File: src/rtl/bin2bcd_seq.sv
// Purpose: multi-cycle binary to packed BCD converter (shift-and-add-3), one operand per handshake.
// Latency: out_valid rises WIDTH cycles after the accepting edge; WIDTH+2 cycle operand period.
// Backpressure: result held with out_valid high while out_ready=0; in_ready stays low until it is taken.
// Optional feature macro BIN2BCD_BLANK_EN adds the registered out_blank leading-zero mask.
module bin2bcd_seq #(
   parameter int WIDTH  = 16,
   parameter int DIGITS = 5
) (
   input  logic                clk,
   input  logic                rst,
   input  logic                in_valid,
   output logic                in_ready,
   input  logic [WIDTH-1:0]    in_data,
   output logic                out_valid,
   input  logic                out_ready,
   output logic [4*DIGITS-1:0] out_bcd,
   output logic                out_ovf
`ifdef BIN2BCD_BLANK_EN
   ,
   output logic [DIGITS-1:0]   out_blank
`endif
);

   localparam int CW = $clog2(WIDTH + 1);

   typedef enum logic [1:0] {IDLE, SHIFT, DONE} state_t;

   state_t              state;
   state_t              state_nxt;
   logic [WIDTH-1:0]    bin_sr;
   logic [4*DIGITS-1:0] bcd_sr;
   logic [4*DIGITS-1:0] bcd_adj;
   logic [4*DIGITS-1:0] bcd_shf;
   logic                ovf_sr;
   logic                ovf_shf;
   logic [CW-1:0]       cnt;
   logic                accept;
   logic                last_iter;

   assign accept    = in_valid && (state == IDLE);
   assign last_iter = (state == SHIFT) && (cnt == CW'(1));

   // State register
   always_ff @(posedge clk) begin
      if (rst) begin
         state <= IDLE;
      end else begin
         state <= state_nxt;
      end
   end

   // Next-state and handshake outputs; both handshakes depend on state only
   always_comb begin
      state_nxt = state;
      in_ready  = 1'b0;
      out_valid = 1'b0;
      case (state)
         IDLE: begin
            in_ready = 1'b1;
            if (in_valid) begin
               state_nxt = SHIFT;
            end
         end
         SHIFT: begin
            if (cnt == CW'(1)) begin
               state_nxt = DONE;
            end
         end
         DONE: begin
            out_valid = 1'b1;
            if (out_ready) begin
               state_nxt = IDLE;
            end
         end
         default: state_nxt = IDLE;
      endcase
   end

   // One double-dabble step: add 3 to every digit >= 5, then shift {bcd, bin} left
   always_comb begin
      bcd_adj = bcd_sr;
      for (int d = 0; d < DIGITS; d++) begin
         if (bcd_sr[4*d +: 4] >= 4'd5) begin
            bcd_adj[4*d +: 4] = bcd_sr[4*d +: 4] + 4'd3;
         end
      end
      bcd_shf = {bcd_adj[4*DIGITS-2:0], bin_sr[WIDTH-1]};
      // A bit leaving the top digit means the operand does not fit in DIGITS digits
      ovf_shf = ovf_sr | bcd_adj[4*DIGITS-1];
   end

   // Working registers: load on accept, iterate once per SHIFT cycle
   always_ff @(posedge clk) begin
      if (rst) begin
         bin_sr <= '0;
         bcd_sr <= '0;
         ovf_sr <= 1'b0;
         cnt    <= '0;
      end else if (accept) begin
         bin_sr <= in_data;
         bcd_sr <= '0;
         ovf_sr <= 1'b0;
         cnt    <= CW'(WIDTH);
      end else if (state == SHIFT) begin
         bin_sr <= bin_sr << 1;
         bcd_sr <= bcd_shf;
         ovf_sr <= ovf_shf;
         cnt    <= cnt - CW'(1);
      end
   end

`ifdef BIN2BCD_BLANK_EN
   logic [DIGITS-1:0] blank_nxt;
   logic              hi_zero;

   // Leading-zero mask of the finished result; digit 0 is never blanked
   always_comb begin
      blank_nxt = '0;
      hi_zero   = 1'b1;
      if (!ovf_shf) begin
         for (int i = DIGITS - 1; i >= 1; i--) begin
            hi_zero      = hi_zero && (bcd_shf[4*i +: 4] == 4'd0);
            blank_nxt[i] = hi_zero;
         end
      end
   end
`endif

   // Result registers: captured on the final iteration, held until the next result
   always_ff @(posedge clk) begin
      if (rst) begin
         out_bcd   <= '0;
         out_ovf   <= 1'b0;
`ifdef BIN2BCD_BLANK_EN
         out_blank <= ~(DIGITS'(1));
`endif
      end else if (last_iter) begin
         out_bcd   <= bcd_shf;
         out_ovf   <= ovf_shf;
`ifdef BIN2BCD_BLANK_EN
         out_blank <= blank_nxt;
`endif
      end
   end

endmodule
File: config.mk
export PLATFORM = sky130hd
export DESIGN_NAME = bin2bcd_seq
export DESIGN_NICKNAME = d
export VERILOG_FILES = /design/src/rtl/bin2bcd_seq.sv
export SDC_FILE = /design/constraint.sdc
export NUM_CORES = 1
export LEC_CHECK = 0
export ABC_AREA = 0
export ABC_CLOCK_PERIOD_IN_PS = 4400
export CORE_MARGIN = 1.5
export CORE_UTILIZATION = 58
export DETAILED_ROUTE_END_ITERATION = 6
export PLACE_DENSITY = 0.85
export SYNTH_ARGS = -nofsm -noshare
export SYNTH_HDL_FRONTEND = slang
export SYNTH_SLANG_ARGS = --single-unit
export TNS_END_PERCENT = 100
File: constraint.sdc
create_clock -name clk -period 4.4 [get_ports clk]
set_input_delay 1.32 -clock clk [delete_from_list [all_inputs] [get_ports clk]]
set_output_delay 1.32 -clock clk [all_outputs]
set_load 0.02 [all_outputs]
==> impl_results.md, run 1 <==
* Outcome: finished, final reports clean
* Reg2Reg Setup Slack at 2.26 ns
* Longest Clk Path Bufs at 2
* Period utilization at 65.8%
* Mean post-synth cell area at 8.66 um2
* Post-synth top flop: dfxtp_1
* Ports at 43
* Slew HR at 33.4%
* Hold WC Path Type: flip-flop to flip-flop
* FILL cells at 355
* Number of remaining DRC errors at 0
* Routed wire per std cell at 14.6 um
* Setup crit end: out_valid
* Routed Antenna Nets at 0
* Post-synth top area share at 45.3%
* Syn nets at 364
* ANT cells at 0
* Netlist Area Pre-Place at 2870 um2
* Final max-slew violation count at 0
* Final Hold Fails at 0
* Crit path buf inv count at 1
* Number of enable flip-flop cells after synthesis at 0
* Synth cell types at 35
* Cts repair resizes at 0
* DRT iter0 DRCs at 172
* Async SR Flop Fraction at 0%
* Final Critical Period at 2.90 ns
* Fraction of layout cells with a size suffix above 1 at 7.53%
* Crit Path Class: flip-flop to primary output
* Clk pwr share at 39.7%
* Reg area at 1300 um2
* Synth top area cells: dfxtp_1, a21oi_1, ha_1
* Clock Skews at 0.00612 ns
* RSZ-0062 raised after global routing: no
* Vias in the first global route at 2401
* Initial core utilization at 60.4%
* Top-count cell post-synth: dfxtp_1
* Post-Syn Instances at 332
* Die Ht at 73.4 um
* Sw power at 0.307 mW
* Final nets at 400
* Final-report setup violation count at 0
* Critical path's slowest cell: clkdlybuf4s50_1
* Switching Fraction at 24.3%
* Synth top cells by count: dfxtp_1, a21oi_1, nand2_1
* Worst skew pair latency at 0.33 ns
* CTS tree: done
* GRT overflow at 0
* Largest stage delay, worst path at 0.61 ns
* Crit end category: primary output
* Worst setup SP type: flip-flop
* First-pass GRT wire length at 10700 um
* Cell-internal power at 0.956 mW
* CTS root buf: clkbuf_8
* Register area share after synthesis at 45.3%
* Post-CTS Setup Inserts at 0
* Power consumption at 1.26 mW
* Die Width at 73.4 um
* Yosys warns at 0
* Worst Tran Pin Value at 0.996 ns
* Worst-path clk slew at 0.07 ns
* Site Rows at 25
* Reg-to-reg startpoint: cnt[0]
* Largest net degree at the start of global routing at 37
* CP Max Fanout at 6
* Die area at 5390 um2
* Clk sink count at 65
* CP required at 3.08 ns
* Critical Path AT at 1.58 ns
* Area of the multi-input gates at 1420 um2
* Critical Path, Cell by Cell: and2b_1, clkdlybuf4s50_1
* Inserted Clock Buffers at 9
* Sequential share of power at 49.5%
* CP delay by family, top: buffers and inverters
* Gr usage total at 25.8%
* PortBufs at 42
* Fin Setup TNS at 0 ns
* Maximum vdd drop at 260 uV
* GPL Wtd Cong at 0.811
* Routed vias/inst at 5.81
* Core ar. at 4750 um2
* DP Wirelength at 4120 um
* Total wire length at 6410 um
* Synthesized flop and latch total at 65
* Initial antenna violation count at 0
* Critical path depth at 2
* Via count at 2551
* First-pass DRT Iterations at 6
* Cts hold-fix bufs at 0
* Worst setup path start: state[1]
* R2R cell count at 5
* Area Growth Syn to Fin at 21.7%
* H-tree depth at 3
* Max cap viols at 0
* Synth area leader: dfxtp_1
* Combinational share of power at 10.8%
* Peak Freq at 0.345 GHz
* Power density cells at 361 nW/um2
* Critical R2R Capture: out_bcd[18]
* Leak at 1.18 nW
==> per-stage QoR <==
| stage | std cells | hold WS [ns] | utilization, % | instance area (um2) | worst slack [ns] |
|---|---|---|---|---|---|
| 3_5_place_dp | 424 | 0.449 | 69.4 | 3300 | 1.32 |
| 2_1_floorplan | 332 | 0.426 | - | 2870 | 2.08 |
| 6_report | 439 | 0.458 | 73.6 | 3500 | 1.50 |
| 4_1_cts | 439 | 0.459 | 73.6 | 3500 | 1.51 |
| 5_1_grt | 439 | 0.480 | 73.6 | 3500 | 1.44 |
| 3_3_place_gp | 424 | 0.436 | 69.4 | 3300 | 1.37 |
==> final cells by class <==
cell class	count	share of cell area (%)
clock buffers	12	4.44
clock inverters	3	1.14
inverters	12	1.29
multi-input cells	234	40.6
flip-flops and latches	65	37.2
well taps	67	2.40
repair buffers	46	12.9
==> worst reg2reg max path, delay by kind of cell (launching register included) <==
kind / cells / cell delay (ns)
AND/OR/NAND/NOR: 3 / 1.30
flip-flops: 1 / 0.38
AO/OA/AOI/OAI: 1 / 0.24
adder cells (fa/ha/maj): 1 / 0.16
==> layer usage <==
metal  vias to the layer above  global-route usage, %  part of all wire (%)
met5                         -                      0                     0
met3                        15                   5.49                   4.7
met2                        83                   41.5                    48
met1                      1211                   32.6                    46
li1                       1242                      -                     -
met4                         0                   13.4                   2.0
==> flip-flops by register name, summed over array words and instances (netlist names) <==
register / cells
state: 2
bin_sr: 16
ovf_sr: 1
cnt: 5
out_bcd: 20
out_ovf: 1
bcd_sr: 20
==> power groups by stage <==
| stage | Clock, mW | Sequential, mW | Combinational [mW] |
|---|---|---|---|
| after global routing | 0.531 | 0.628 | 0.150 |
| after CTS | 0.507 | 0.626 | 0.135 |
| final | 0.501 | 0.626 | 0.137 |
| after global placement | 0 | 0.638 | 0.131 |
| after detailed placement | 0 | 0.639 | 0.133 |
| after floorplan | 0 | 0.638 | 0.0895 |
==> worst min-delay path by stage <==
stage                     slack, ns  cells past startpoint         end       start
after floorplan                0.43                      2      ovf_sr      ovf_sr
after global placement         0.44                      2      ovf_sr      ovf_sr
after detailed placement       0.45                      2  bin_sr[13]  bin_sr[13]
after CTS                      0.46                      2  bin_sr[13]  bin_sr[13]
after global routing           0.48                      2   bin_sr[3]   bin_sr[3]
final                          0.46                      2  bin_sr[13]  bin_sr[13]
==> kinds of logic (layout without fill, tap and decap cells) <==
group           after synthesis  after routing  synth area share [%]
compound gates              103            103                  20.7
fa+ha+maj                    12             12                  5.22
simple gates                107            107                  19.5
buf+inv                      33             73                  5.27
mux                           5              5                  1.96
flops                        65             65                  45.3
xor+xnor                      7              7                  2.13
==> cells in the final DEF (no fill, tap or decap), types with 2 or more instances in the layout <==
| cell | Yosys | layout |
|---|---|---|
| nand2_1 | 31 | 31 |
| ha_1 | 12 | 12 |
| a211oi_1 | 11 | 11 |
| nand3_1 | 11 | 11 |
| dfxtp_1 | 65 | 65 |
| o21ai_0 | 20 | 20 |
| inv_1 | 12 | 12 |
| mux2_2 | 5 | 5 |
| clkbuf_8 | 0 | 11 |
| buf_4 | 3 | 4 |
| nor2_1 | 23 | 23 |
| clkinv_2 | 0 | 2 |
| clkdlybuf4s50_1 | 0 | 42 |
| o22ai_1 | 5 | 5 |
| o21ai_1 | 10 | 10 |
| a22oi_1 | 15 | 15 |
| xnor2_1 | 6 | 6 |
| nor3_1 | 5 | 5 |
| a21oi_1 | 39 | 39 |
| nand2b_1 | 8 | 8 |
| nand3b_1 | 10 | 10 |
| nor3b_1 | 10 | 10 |
(Power assumes the default switching activity.)
==> inputs of run 2 (changes only) <==
--- a/config.mk
+++ b/config.mk
@@ -6,11 +6,11 @@
 export NUM_CORES = 1
 export LEC_CHECK = 0
 export ABC_AREA = 0
-export ABC_CLOCK_PERIOD_IN_PS = 4400
+export ABC_CLOCK_PERIOD_IN_PS = 2400
 export CORE_MARGIN = 1.5
-export CORE_UTILIZATION = 58
+export CORE_UTILIZATION = 48
 export DETAILED_ROUTE_END_ITERATION = 6
-export PLACE_DENSITY = 0.85
+export PLACE_DENSITY = 0.75
 export SYNTH_ARGS = -nofsm -noshare
 export SYNTH_HDL_FRONTEND = slang
 export SYNTH_SLANG_ARGS = --single-unit
==> constraint.sdc (replaced) <==
create_clock -name clk -period 2.4 [get_ports clk]
set_input_delay 0.72 -clock clk [delete_from_list [all_inputs] [get_ports clk]]
set_output_delay 0.72 -clock clk [all_outputs]
set_load 0.02 [all_outputs]
==> run 2 against run 1 <==
Effect of this change: flip-flop and latch count unchanged; clock-buffer cell count increased by 1; sequential share of layout area shrank 0.77 points; combinational power is 84% higher; non-clock buffer count rose by 4; sequential power grew 84%; setup slack worse by 1.4 ns; wire length shrank 1.8%; highest routed layer unchanged.
==> impl_results.md, run 2 (synthesis gave the netlist of run 1 again) <==
* DP Wirelength at 4320 um (was 4120 um)
* Worst-path clk slew at 0.07 ns (about the same)
* Clk sink count at 65 (unchanged)
* Worst setup SP type: flip-flop (unchanged)
* Switching Fraction at 23.1% (was 24.3%)
* Maximum vdd drop at 396 uV (was 260 uV)
* Gr usage total at 22.0% (was 25.8%)
* Sequential share of power at 46.5% (was 49.5%)
* Initial core utilization at 49.1% (was 60.4%)
* Longest Clk Path Bufs at 2 (unchanged)
* Final-report setup violation count at 0 (unchanged)
* Number of remaining DRC errors at 0 (unchanged)
* Commonest non-fill, non-tap cells in the layout: dfxtp_1, clkdlybuf4s50_1, a21oi_1 (unchanged)
* Largest net degree at the start of global routing at 25 (was 37)
* RSZ-0062 raised after global routing: no (unchanged)
* Crit path buf inv count at 1 (unchanged)
* Met2 usage at 35.2% (was 41.5%)
* Critical path's slowest cell: clkdlybuf4s50_1 (unchanged)
* GR Util met3 at 6.36% (was 5.49%)
* Die area at 6460 um2 (was 5390 um2)
* Site Rows at 28 (was 25)
* H-tree depth at 3 (unchanged)
* Die Width at 80.4 um (was 73.4 um)
* Area Growth Syn to Fin at 24.2% (was 21.7%)
* Routed wire per std cell at 14.0 um (was 14.6 um)
* Worst Tran Pin Value at 0.924 ns (was 0.996 ns)
* Initial antenna violation count at 0 (unchanged)
* GPL Wtd Cong at 0.771 (was 0.811)
* CP delay by family, top: buffers and inverters (unchanged)
* Via count at 2532 (was 2551)
* Inserted Clock Buffers at 9 (unchanged)
* Combinational share of power at 10.2% (was 10.8%)
* Vias in the first global route at 2464 (was 2401)
* Final max-slew violation count at 0 (unchanged)
* ANT cells at 0 (unchanged)
* Post-CTS Setup Inserts at 0 (unchanged)
* Clk pwr share at 43.2% (was 39.7%)
* DRT iter0 DRCs at 92 (was 172)
* Worst skew pair latency at 0.34 ns (was 0.33 ns)
* Leak at 1.21 nW (was 1.18 nW)
* Final Critical Period at 2.28 ns
* Critical Path AT at 1.56 ns (was 1.58 ns)
* Largest stage delay, worst path at 0.61 ns (about the same)
* First-pass DRT Iterations at 4 (was 6)
* Critical Path, Cell by Cell: and2b_1, clkdlybuf4s50_1 (unchanged)
* Die Ht at 80.4 um (was 73.4 um)
* Final Hold Fails at 0 (unchanged)
* Placed insts at 436 (was 424)
* FILL cells at 511 (was 355)
* Ports at 43 (unchanged)
* Placement Cell Area at 3340 um2 (was 3300 um2)
* Routed Antenna Nets at 0 (unchanged)
* Crit Path Class: flip-flop to primary output (unchanged)
* Final nets at 404 (was 400)
* Crit end category: primary output (unchanged)
* Final std cells w/o fill at 451 (was 439)
* Cell-internal power at 1.90 mW (was 0.956 mW)
* Met1 usage at 27.2% (was 32.6%)
* GRT overflow at 0 (unchanged)
* Max cap viols at 0 (unchanged)
* CP required at 1.68 ns (was 3.08 ns)
* Commonest non-fill, non-tap cell in the layout: dfxtp_1 (unchanged)
* Cts repair resizes at 0 (unchanged)
* Design area at 3570 um2 (was 3500 um2)
* Period utilization at 94.9%
* Largest regs: bcd_sr (20), out_bcd (20), bin_sr (16) (unchanged)
* CTS tree: done (unchanged)
* CP Max Fanout at 6 (unchanged)
* Sw power at 0.568 mW (was 0.307 mW)
* PortBufs at 42 (unchanged)
* Hold WC Path Type: flip-flop to flip-flop (unchanged)
* Routed vias/inst at 5.61 (was 5.81)
* GRT busiest layer: met2 (unchanged)
* Outcome: finished, final reports clean (unchanged)
* Peak Freq at 0.439 GHz
* Core ar. at 5850 um2 (was 4750 um2)
* Fraction of layout cells with a size suffix above 1 at 8.51% (was 7.53%)
* Total wire length at 6300 um (was 6410 um)
* Clock Skews at 0.00949 ns (was 0.00612 ns)
* Power density cells at 690 nW/um2 (was 361 nW/um2)
* Slew HR at 38.2% (was 33.4%)
* First-pass GRT wire length at 10900 um (was 10700 um)
* Cts hold-fix bufs at 0 (unchanged)
* CTS root buf: clkbuf_8 (unchanged)
-- run 2: cell types whose count changed in the layout (fill, tap and decap cells not counted), sizes merged --
cell and change:
clkbuf +1, bufinv +1, buf +4, clkinv -2
-- run 2: worst paths after layout --
| path | startpoint | to | slack (ns) | depth (start not counted) |
|---|---|---|---|---|
| worst max register to register | state[0] | out_bcd[1] | 0.43 | 5 |
| worst max-delay path | state[1] | out_valid | 0.12 | 2 |
| worst min register to register | ovf_sr | ovf_sr | 0.46 | 2 |
| worst min-delay path | ovf_sr | ovf_sr | 0.46 | 2 |
-- run 2: layout make-up --
cell class                      instances  area [um2]  area share (%)
Multi-Input combinational cell        234        1420            39.8
Clock buffer                           13         169            4.73
Timing Repair Buffer                   50         480            13.5
Sequential cell                        65        1300            36.4
Clock inverter                          2        60.1            1.68
Inverter                               12        45.0            1.26
Tap cell                               75        93.8            2.63
-- run 2: worst reg2reg max path, stage by stage (launching register included) --
cell	delay, ns
dfxtp_1	0.43
nor2b_2	0.26
buf_4	0.22
and2_1	0.40
nand2b_1	0.35
o21ai_1	0.22
-- run 2: metal layers --
layer  wire [um]  up-vias
met4         128        0
met5           0        -
met3         294       12
li1            -     1248
met1        2830     1207
met2        3050       65
-- run 2: metrics by stage --
| step | util, % | setup WS [ns] | TNS, ns | hold WS [ns] | power [mW] |
|---|---|---|---|---|---|
| after floorplan | - | 0.682 | 0 | 0.426 | 1.33 |
| after global placement | 57.1 | 0.00553 | 0 | 0.441 | 1.41 |
| after detailed placement | 57.1 | -0.0731 | -0.578 | 0.444 | 1.42 |
| after CTS | 61.0 | 0.110 | 0 | 0.458 | 2.49 |
| after global routing | 61.0 | 0.0559 | 0 | 0.469 | 2.57 |
| final | 61.0 | 0.121 | 0 | 0.458 | 2.46 |
-- run 2: power groups by stage --
stage / logic (mW) / registers (mW) / clock network, mW
3_5_place_dp: 0.252 / 1.17 / 0
5_1_grt: 0.281 / 1.15 / 1.14
4_1_cts: 0.253 / 1.15 / 1.09
6_report: 0.252 / 1.15 / 1.06
3_3_place_gp: 0.245 / 1.17 / 0
2_1_floorplan: 0.164 / 1.17 / 0
